**config.mk**
```make
export PLATFORM = sky130hd
export DESIGN_NAME = sap_obi_arb_n_to_one
export DESIGN_NICKNAME = d
export VERILOG_FILES = /design/src/rtl/sap_obi_arb_n_to_one.sv
export SDC_FILE = /design/constraint.sdc
export NUM_CORES = 1
export LEC_CHECK = 0
export BUFFER_PORTS_ARGS = -buffer_cell sky130_fd_sc_hd__buf_2
export CORE_AREA = 8 8 159 161
export DETAILED_ROUTE_END_ITERATION = 7
export DIE_AREA = 0 0 167 169
export PLACE_DENSITY_LB_ADDON = 0.25
export SYNTH_ARGS = -nofsm -noshare
export SYNTH_HDL_FRONTEND = slang
export SYNTH_SLANG_ARGS = --single-unit
```
**constraint.sdc**
```tcl
create_clock -name clk_i -period 3.2 [get_ports clk_i]
set_clock_uncertainty 0.1 [all_clocks]
set_input_delay 0.16 -clock clk_i [delete_from_list [all_inputs] [get_ports clk_i]]
set_output_delay 0.16 -clock clk_i [all_outputs]
set_load 0.05 [all_outputs]
```
**src/rtl/sap_obi_arb_n_to_one.sv**
```systemverilog
`default_nettype none
// +--------------------------------------------------------------------------+
// | sap_obi_arb_n_to_one                                                     |
// | N-master to 1-slave OBI arbiter: round-robin grant, address-phase lock,  |
// | ID FIFO for in-order response routing, sticky protocol-error flag.       |
// | Optional response watchdog enabled by defining SAP_OBI_ARB_WDOG_EN.      |
// | Revision: 1.0                                                            |
// +--------------------------------------------------------------------------+

package sap_obi_arb_pkg;
  typedef struct packed {
    logic        req;
    logic        we;
    logic [3:0]  be;
    logic [31:0] addr;
    logic [31:0] wdata;
  } obi_req_t;

  typedef struct packed {
    logic        gnt;
    logic        rvalid;
    logic [31:0] rdata;
  } obi_resp_t;
endpackage

module sap_obi_arb_n_to_one #(
  parameter type obi_req_t                = sap_obi_arb_pkg::obi_req_t,
  parameter type obi_resp_t               = sap_obi_arb_pkg::obi_resp_t,
  parameter int unsigned NMASTER          = 3,
  parameter int unsigned MAX_OUTSTANDING  = 2,
  parameter int unsigned TIMEOUT_CYCLES   = 256
) (
  input  logic                                 clk_i,
  input  logic                                 rst_i,
  input  obi_req_t  [NMASTER-1:0]              master_req_i,
  output obi_resp_t [NMASTER-1:0]              master_resp_o,
  output obi_req_t                             slave_req_o,
  input  obi_resp_t                            slave_resp_i,
  output logic [$clog2(MAX_OUTSTANDING+1)-1:0] outstanding_o,
  output logic                                 proto_err_o,
  output logic                                 timeout_o
);

  localparam int unsigned c_id_w  = $clog2(NMASTER);
  localparam int unsigned c_cnt_w = $clog2(MAX_OUTSTANDING + 1);
  localparam int unsigned c_ptr_w = (MAX_OUTSTANDING > 1) ? $clog2(MAX_OUTSTANDING) : 1;
  localparam logic [31:0] c_timeout_rdata = 32'hDEAD_BEEF;

  logic [c_id_w-1:0]  fifo_q [MAX_OUTSTANDING];
  logic [c_ptr_w-1:0] head_q;
  logic [c_ptr_w-1:0] tail_q;
  logic [c_cnt_w-1:0] count_q;
  logic [c_id_w-1:0]  rr_q;
  logic [c_id_w-1:0]  lock_idx_q;
  logic               lock_q;
  logic               proto_err_q;

  logic [c_id_w-1:0]  w_cand;
  logic [c_id_w-1:0]  w_scan;
  logic [c_id_w-1:0]  w_head_id;
  logic               w_have;
  logic               w_full;
  logic               w_empty;
  logic               w_accept;
  logic               w_stall;
  logic               w_rsp_real;
  logic               w_wd_fire;
  logic               w_pop;

  function automatic logic [c_ptr_w-1:0] ptr_inc(input logic [c_ptr_w-1:0] p);
    return (p == c_ptr_w'(MAX_OUTSTANDING - 1)) ? '0 : p + 1'b1;
  endfunction

  assign w_full    = (count_q == c_cnt_w'(MAX_OUTSTANDING));
  assign w_empty   = (count_q == '0);
  assign w_head_id = fifo_q[head_q];

  // Descending scan so the lowest offset from the pointer is written last and wins.
  always_comb begin
    w_cand = rr_q;
    w_scan = '0;
    w_have = 1'b0;
    if (lock_q) begin
      w_cand = lock_idx_q;
      w_have = 1'b1;
    end else begin
      for (int i = int'(NMASTER) - 1; i >= 0; i--) begin
        w_scan = c_id_w'((int'(rr_q) + i) % int'(NMASTER));
        if (master_req_i[w_scan].req) begin
          w_cand = w_scan;
          w_have = 1'b1;
        end
      end
    end
  end

  // No rvalid term in the gating: a full FIFO never forwards, even while popping.
  always_comb begin
    slave_req_o = '0;
    if (w_have && !rst_i) begin
      slave_req_o     = master_req_i[w_cand];
      slave_req_o.req = master_req_i[w_cand].req & ~w_full;
    end
  end

  assign w_accept   = slave_req_o.req & slave_resp_i.gnt;
  assign w_stall    = slave_req_o.req & ~slave_resp_i.gnt;
  assign w_rsp_real = ~rst_i & slave_resp_i.rvalid & ~w_empty;
  assign w_pop      = w_rsp_real | w_wd_fire;

  always_comb begin
    master_resp_o = '0;
    master_resp_o[w_cand].gnt = slave_resp_i.gnt & slave_req_o.req;
    if (w_pop) begin
      master_resp_o[w_head_id].rvalid = 1'b1;
      master_resp_o[w_head_id].rdata  = w_rsp_real ? slave_resp_i.rdata : c_timeout_rdata;
    end
  end

  always_ff @(posedge clk_i) begin
    if (rst_i) begin
      head_q      <= '0;
      tail_q      <= '0;
      count_q     <= '0;
      rr_q        <= '0;
      lock_q      <= 1'b0;
      lock_idx_q  <= '0;
      proto_err_q <= 1'b0;
    end else begin
      if (w_accept) begin
        fifo_q[tail_q] <= w_cand;
        tail_q         <= ptr_inc(tail_q);
        rr_q           <= (w_cand == c_id_w'(NMASTER - 1)) ? '0 : w_cand + 1'b1;
        lock_q         <= 1'b0;
      end else if (w_stall) begin
        lock_q     <= 1'b1;
        lock_idx_q <= w_cand;
      end
      if (w_pop) begin
        head_q <= ptr_inc(head_q);
      end
      if (w_accept && !w_pop) begin
        count_q <= count_q + 1'b1;
      end else if (!w_accept && w_pop) begin
        count_q <= count_q - 1'b1;
      end
      if (slave_resp_i.rvalid && w_empty) begin
        proto_err_q <= 1'b1;
      end
    end
  end

`ifdef SAP_OBI_ARB_WDOG_EN
  localparam int unsigned c_wd_w = $clog2(TIMEOUT_CYCLES + 1);

  logic [c_wd_w-1:0] wd_cnt_q;
  logic              timeout_q;

  // Counter measures how long the current head has waited; it restarts per head.
  assign w_wd_fire = ~rst_i & ~w_empty & (wd_cnt_q == c_wd_w'(TIMEOUT_CYCLES));

  always_ff @(posedge clk_i) begin
    if (rst_i) begin
      wd_cnt_q  <= '0;
      timeout_q <= 1'b0;
    end else begin
      if (w_pop || w_empty) begin
        wd_cnt_q <= '0;
      end else if (!w_wd_fire) begin
        wd_cnt_q <= wd_cnt_q + 1'b1;
      end
      if (w_wd_fire) begin
        timeout_q <= 1'b1;
      end
    end
  end

  assign timeout_o = timeout_q;
`else
  assign w_wd_fire = 1'b0;
  assign timeout_o = 1'b0;
`endif

  assign outstanding_o = count_q;
  assign proto_err_o   = proto_err_q;

endmodule
`default_nettype wire

```
* Yosys cells after proc, flatten, opt, wreduce, memory -nomap -nowiden *
Memory sizes are Yosys's and may differ from the RTL's. A register that Yosys moved wholly into a read port is not among the register bits.
Index checks and enable logic that the tools add are counted.

operators by class
  eq/ne operators = 2
  magnitude comparators = 7
  bitwise gates (word level) = 11
  reductions and logical operators = 13
  add/subtract/negate cells = 7
  mux-type cells = 37
  divide/modulo/power cells = 3

operator list
  kind                     count
  $bmux W70 S2             4
  $mux W70                 5
  $bwmux W102              2
  $demux W34 S2            3
  $and A102 B102 Y102      1
  $mux W102                1
  $mod A32 B3 Y32 const B  2
  $mux W32                 2
  $mux W34                 1
  $mux W33                 1
  $mod A3 B3 Y32 const B   1
  $lt A2 B3 Y1 const B     5
  $mux W2                  7
  $mux W1                  11
  $logic_and A1 B1 Y1      6
  $and A1 B1 Y1            5
  $not A1 Y1               5
  $add A2 B1 Y2 const B    2
  $eq A2 B2 Y1 const B     2
  $ge A2 B1 Y1 const B     2
  $add A2 B1 Y3 const B    1
  $add A2 B2 Y3 const B    1
  $logic_not A1 Y1         3
  $add A1 B1 Y1 const B    2
  other kinds (5)          5

storage, ports and cells
  word-level logic and storage cells = 88
  RAM bits = 4
  flip-flop bits (word level) = 10
  memories = 1

memory list
  name    depth  bits a word  read ports  clocked after Yosys merged registers in  write ports  line  RTL
  fifo_q  2      2            1           1                                        1            49    logic [c_id_w-1:0] fifo_q [MAX_OUTSTANDING];

* Longest topological paths before layout *
  word-level depth = 17
  mapped depth = 14
  mapped depth without buffers = 12

* Worst setup path before layout *
OpenSTA, ideal clock, no wires.

  path type = register to output
  start point = reg rr_q[0]
  end point = out master_resp_o[33] in the netlist's numbering
  path slack = -0.437 ns
  cell stages (with the launch flop) = 9
  arrival time = 3.377 ns
  path through = dfxtp_1 > inv_1 > ha_1 > buf_2 > mux2_2 > nor4_4 > nor3_4 > buf_2 > nor4bb_1

RTL lines
  item                    line  RTL
  start, declared         53    logic [c_id_w-1:0] rr_q;
  start signal, assigned  133   rr_q <= (w_cand == c_id_w'(NMASTER - 1)) ? '0 : w_cand + 1'b1;
  end, declared           36    output obi_resp_t [NMASTER-1:0] master_resp_o,

==> results.py <==
metrics = {
    "cts": {
        "root_buffer": "clkbuf_16",
        "postCtsHoldBufs": 0,
        "clk_path_buf_depth": 2,
        "clk_pin_slew_ps": 50,
        "numCtsBuffers": 3,
        "htree_levels": 1,
        "cts_tree": "built",
        "cts.sinks": 15,
        "clock_latency_ps": 250,
    },
    "worst_setup_path": {
        "cp_max_fo": 6,
        "crit_arrival_ps": 2880,
        "crit_path_end_kind": "output pin",
        "reg2reg_slack_ps": 120,
        "crit_required_ps": 2940,
        "start_kind": "flop",
        "critical_path_class": "reg -> out",
    },
    "floorplanning": {
        "fp.dieW_um": 167,
        "core_mm2": 0.0229,
        "dieHeight_um": 169,
        "num_rows": 56,
        "io_pins": 422,
        "dieArea_mm2": 0.0282,
        "start_util": 0.153,
    },
    "sta": {
        "timing.fmax_ghz": 0.319,
        "final.min_clock_period_ps": 3140,
        "drv_slew": 0,
        "setup_viol": 0,
        "hold_violations": 0,
        "post-route-period-util": 0.981,
    },
    "detailed_routing": {
        "drt_iter0_drc": 163,
        "drtAntennaViolNets": 0,
        "wl_per_cell_um": 18.6,
        "routed_wl_um": 22100,
        "viasPerCell": 4.34,
        "drc": 0,
        "vias": 5137,
        "firstDrtPassIters": 4,
    },
    "logic_synthesis": {
        "avgSynthCellArea_um2": 7.45,
        "syn_area_mm2": 0.00351,
        "synth-seq-area-share": 0.0970,
        "ys_top_cells_by_area": "mux2i_1, and2_1, a2bb2oi_1",
        "synth_top_area_cell": "mux2i_1",
        "synth_common_cells": "and2_1, nor2_1, mux2i_1, a2bb2oi_1, clkbuf_1",
        "synth_top_area_frac": 0.208,
        "post-synth-top-count-cell": "and2_1",
        "ys_types": 49,
        "yosys_warnings": 0,
        "async_flop_share": 0,
        "ys_ff_latch": 15,
        "syn-num-nets": 721,
        "synth_edf_count": 4,
        "synthFlopType": "dfxtp_1",
        "syn_inst": 471,
    },
    "pwr": {
        "peakVddDrop_uv": 622,
        "p_leak_nw": 3.97,
        "cellPowerDensity_mw_per_mm2": 1350,
        "finalPower_mw": 9.25,
    },
    "layout": {
        "areaGrowthSynthToFinish_pct": 95.9,
        "finalInstanceArea_mm2": 0.00687,
        "nNetsFinal": 1144,
        "final_util": 0.300,
        "drive_gt1_frac": 0.574,
        "final_cells": 1184,
    },
    "grt": {
        "grt_max_degree": 70,
        "grt_use_total": 0.141,
        "grt_pass1_vias": 5225,
        "antenna_found_initial": 5,
        "grt_overflow": 0,
        "grt_pass1_wl_um": 31600,
    },
    "min_path": {
        "hp-class": "in -> reg",
    },
    "run_status": {
        "status": "complete, no violations",
    },
    "place": {
        "placedInstanceArea_mm2": 0.00638,
        "place_inst": 1166,
        "place_hpwl_um": 18400,
        "port_buffers": 420,
        "gp_congestion": 0.844,
    },
    "job": {
        "drv_cap": 0,
    },
}
## worst max-delay path: stages, from the launching register on
cell and delay, ps:
dfxtp_4 360, inv_4 70, ha_4 150, mux2_2 360, mux2i_2 240, a211oi_2 140
buf_4 160, a211oi_2 350, a211oi_4 90, nor3_4 210, buf_6 150, and3b_1 180
buf_6 170
## sequential cells by signal (all words and copies together) (netlist names), named ones only
name / flops
fifo_q: 4
lock_idx_q: 2
outstanding_o: 2
rr_q: 2
head_q: 1
lock_q: 1
proto_err_o: 1
tail_q: 1
## report_power, final
| group | internal (mW) | switching, mW |
|---|---|---|
| registers | 0.278 | 0.0665 |
| clock network | 0.167 | 0.0806 |
| logic | 3.69 | 4.97 |
| total | 4.13 | 5.12 |
## per-stage QoR
stage / hold slack, ps / setup WS, ps / TNS, ps
after floorplan: 201 / 72.2 / 0
after global placement: 304 / -30.6 / -32.9
after detailed placement: 316 / -31.5 / -53.7
after CTS: 61.4 / 22.0 / 0
after global routing: 88.2 / -68.4 / -1440
final: 64.7 / 60.9 / 0
## placed cells by master (no fill, tap or decap), types with 2 or more instances in the layout
cell,instances
nand3b_1,2
a2bb2oi_2,13
a2bb2oi_1,56
o21ai_0,5
and2_1,98
dfxtp_1,9
clkbuf_16,4
mux2i_2,3
mux2i_4,3
nor3_4,2
buf_2,388
buf_6,10
clkbuf_4,2
inv_1,8
ha_1,2
nand3_1,2
a21oi_1,7
buf_4,32
o221ai_1,2
a211oi_2,3
nand4_1,2
nand2b_1,3
or3_1,2
buf_12,26
nor2_1,80
ha_4,2
xor2_1,3
nand2_1,6
a21o_1,2
o31ai_1,3
buf_16,3
nor2_2,6
mux2i_1,67
nor3_1,2
edfxtp_1,4
## cell families (layout without fill, tap and decap cells)
family,Yosys count,count (layout),synth area share
adder cells (fa/ha/maj),4,4,0.0143
AND/OR/NAND/NOR,214,214,0.326
flip-flops,15,15,0.0970
other,1,2,0.00107
multiplexers,75,75,0.215
buffers and inverters,54,476,0.0721
XOR/XNOR,3,3,0.00749
AO/OA/AOI/OAI,105,105,0.267
## what timing repair did
item	in CTS	in global routing
resized for setup	30	26
setup endpoints to repair	70	72
setup buffers	6	3
pin swaps	2	7
gates cloned	3	1
## layer usage
layer  vias up  wire length [um]  global-route usage  share of wire
li1       2526                 -                   -              -
met1      2277              8110               0.145           0.37
met2       300             11300               0.265           0.51
met3        28              2270              0.0589           0.10
met4         6               386              0.0259          0.017
met5         -                41                   0         0.0019
## path summary, 6_finish.rpt
check | end | from | depth (start not counted)
min reg2reg | tail_q | tail_q | 2
max reg2reg | outstanding_o[1] | rr_q[0] | 12
min | proto_err_o | slave_resp_i[32] | 3
max | master_resp_o[67] | rr_q[0] | 12
## layout make-up
class	instances	area, um^2
antenna	1	2.50
clock buffer	3	75.1
clock inverter	1	5.00
fill	2472	16000
inverter	9	36.3
multi-input combinational	402	3070
sequential	15	345
tap	290	363
timing repair buffer	463	2970
Power figures use the tool's default switching activity.
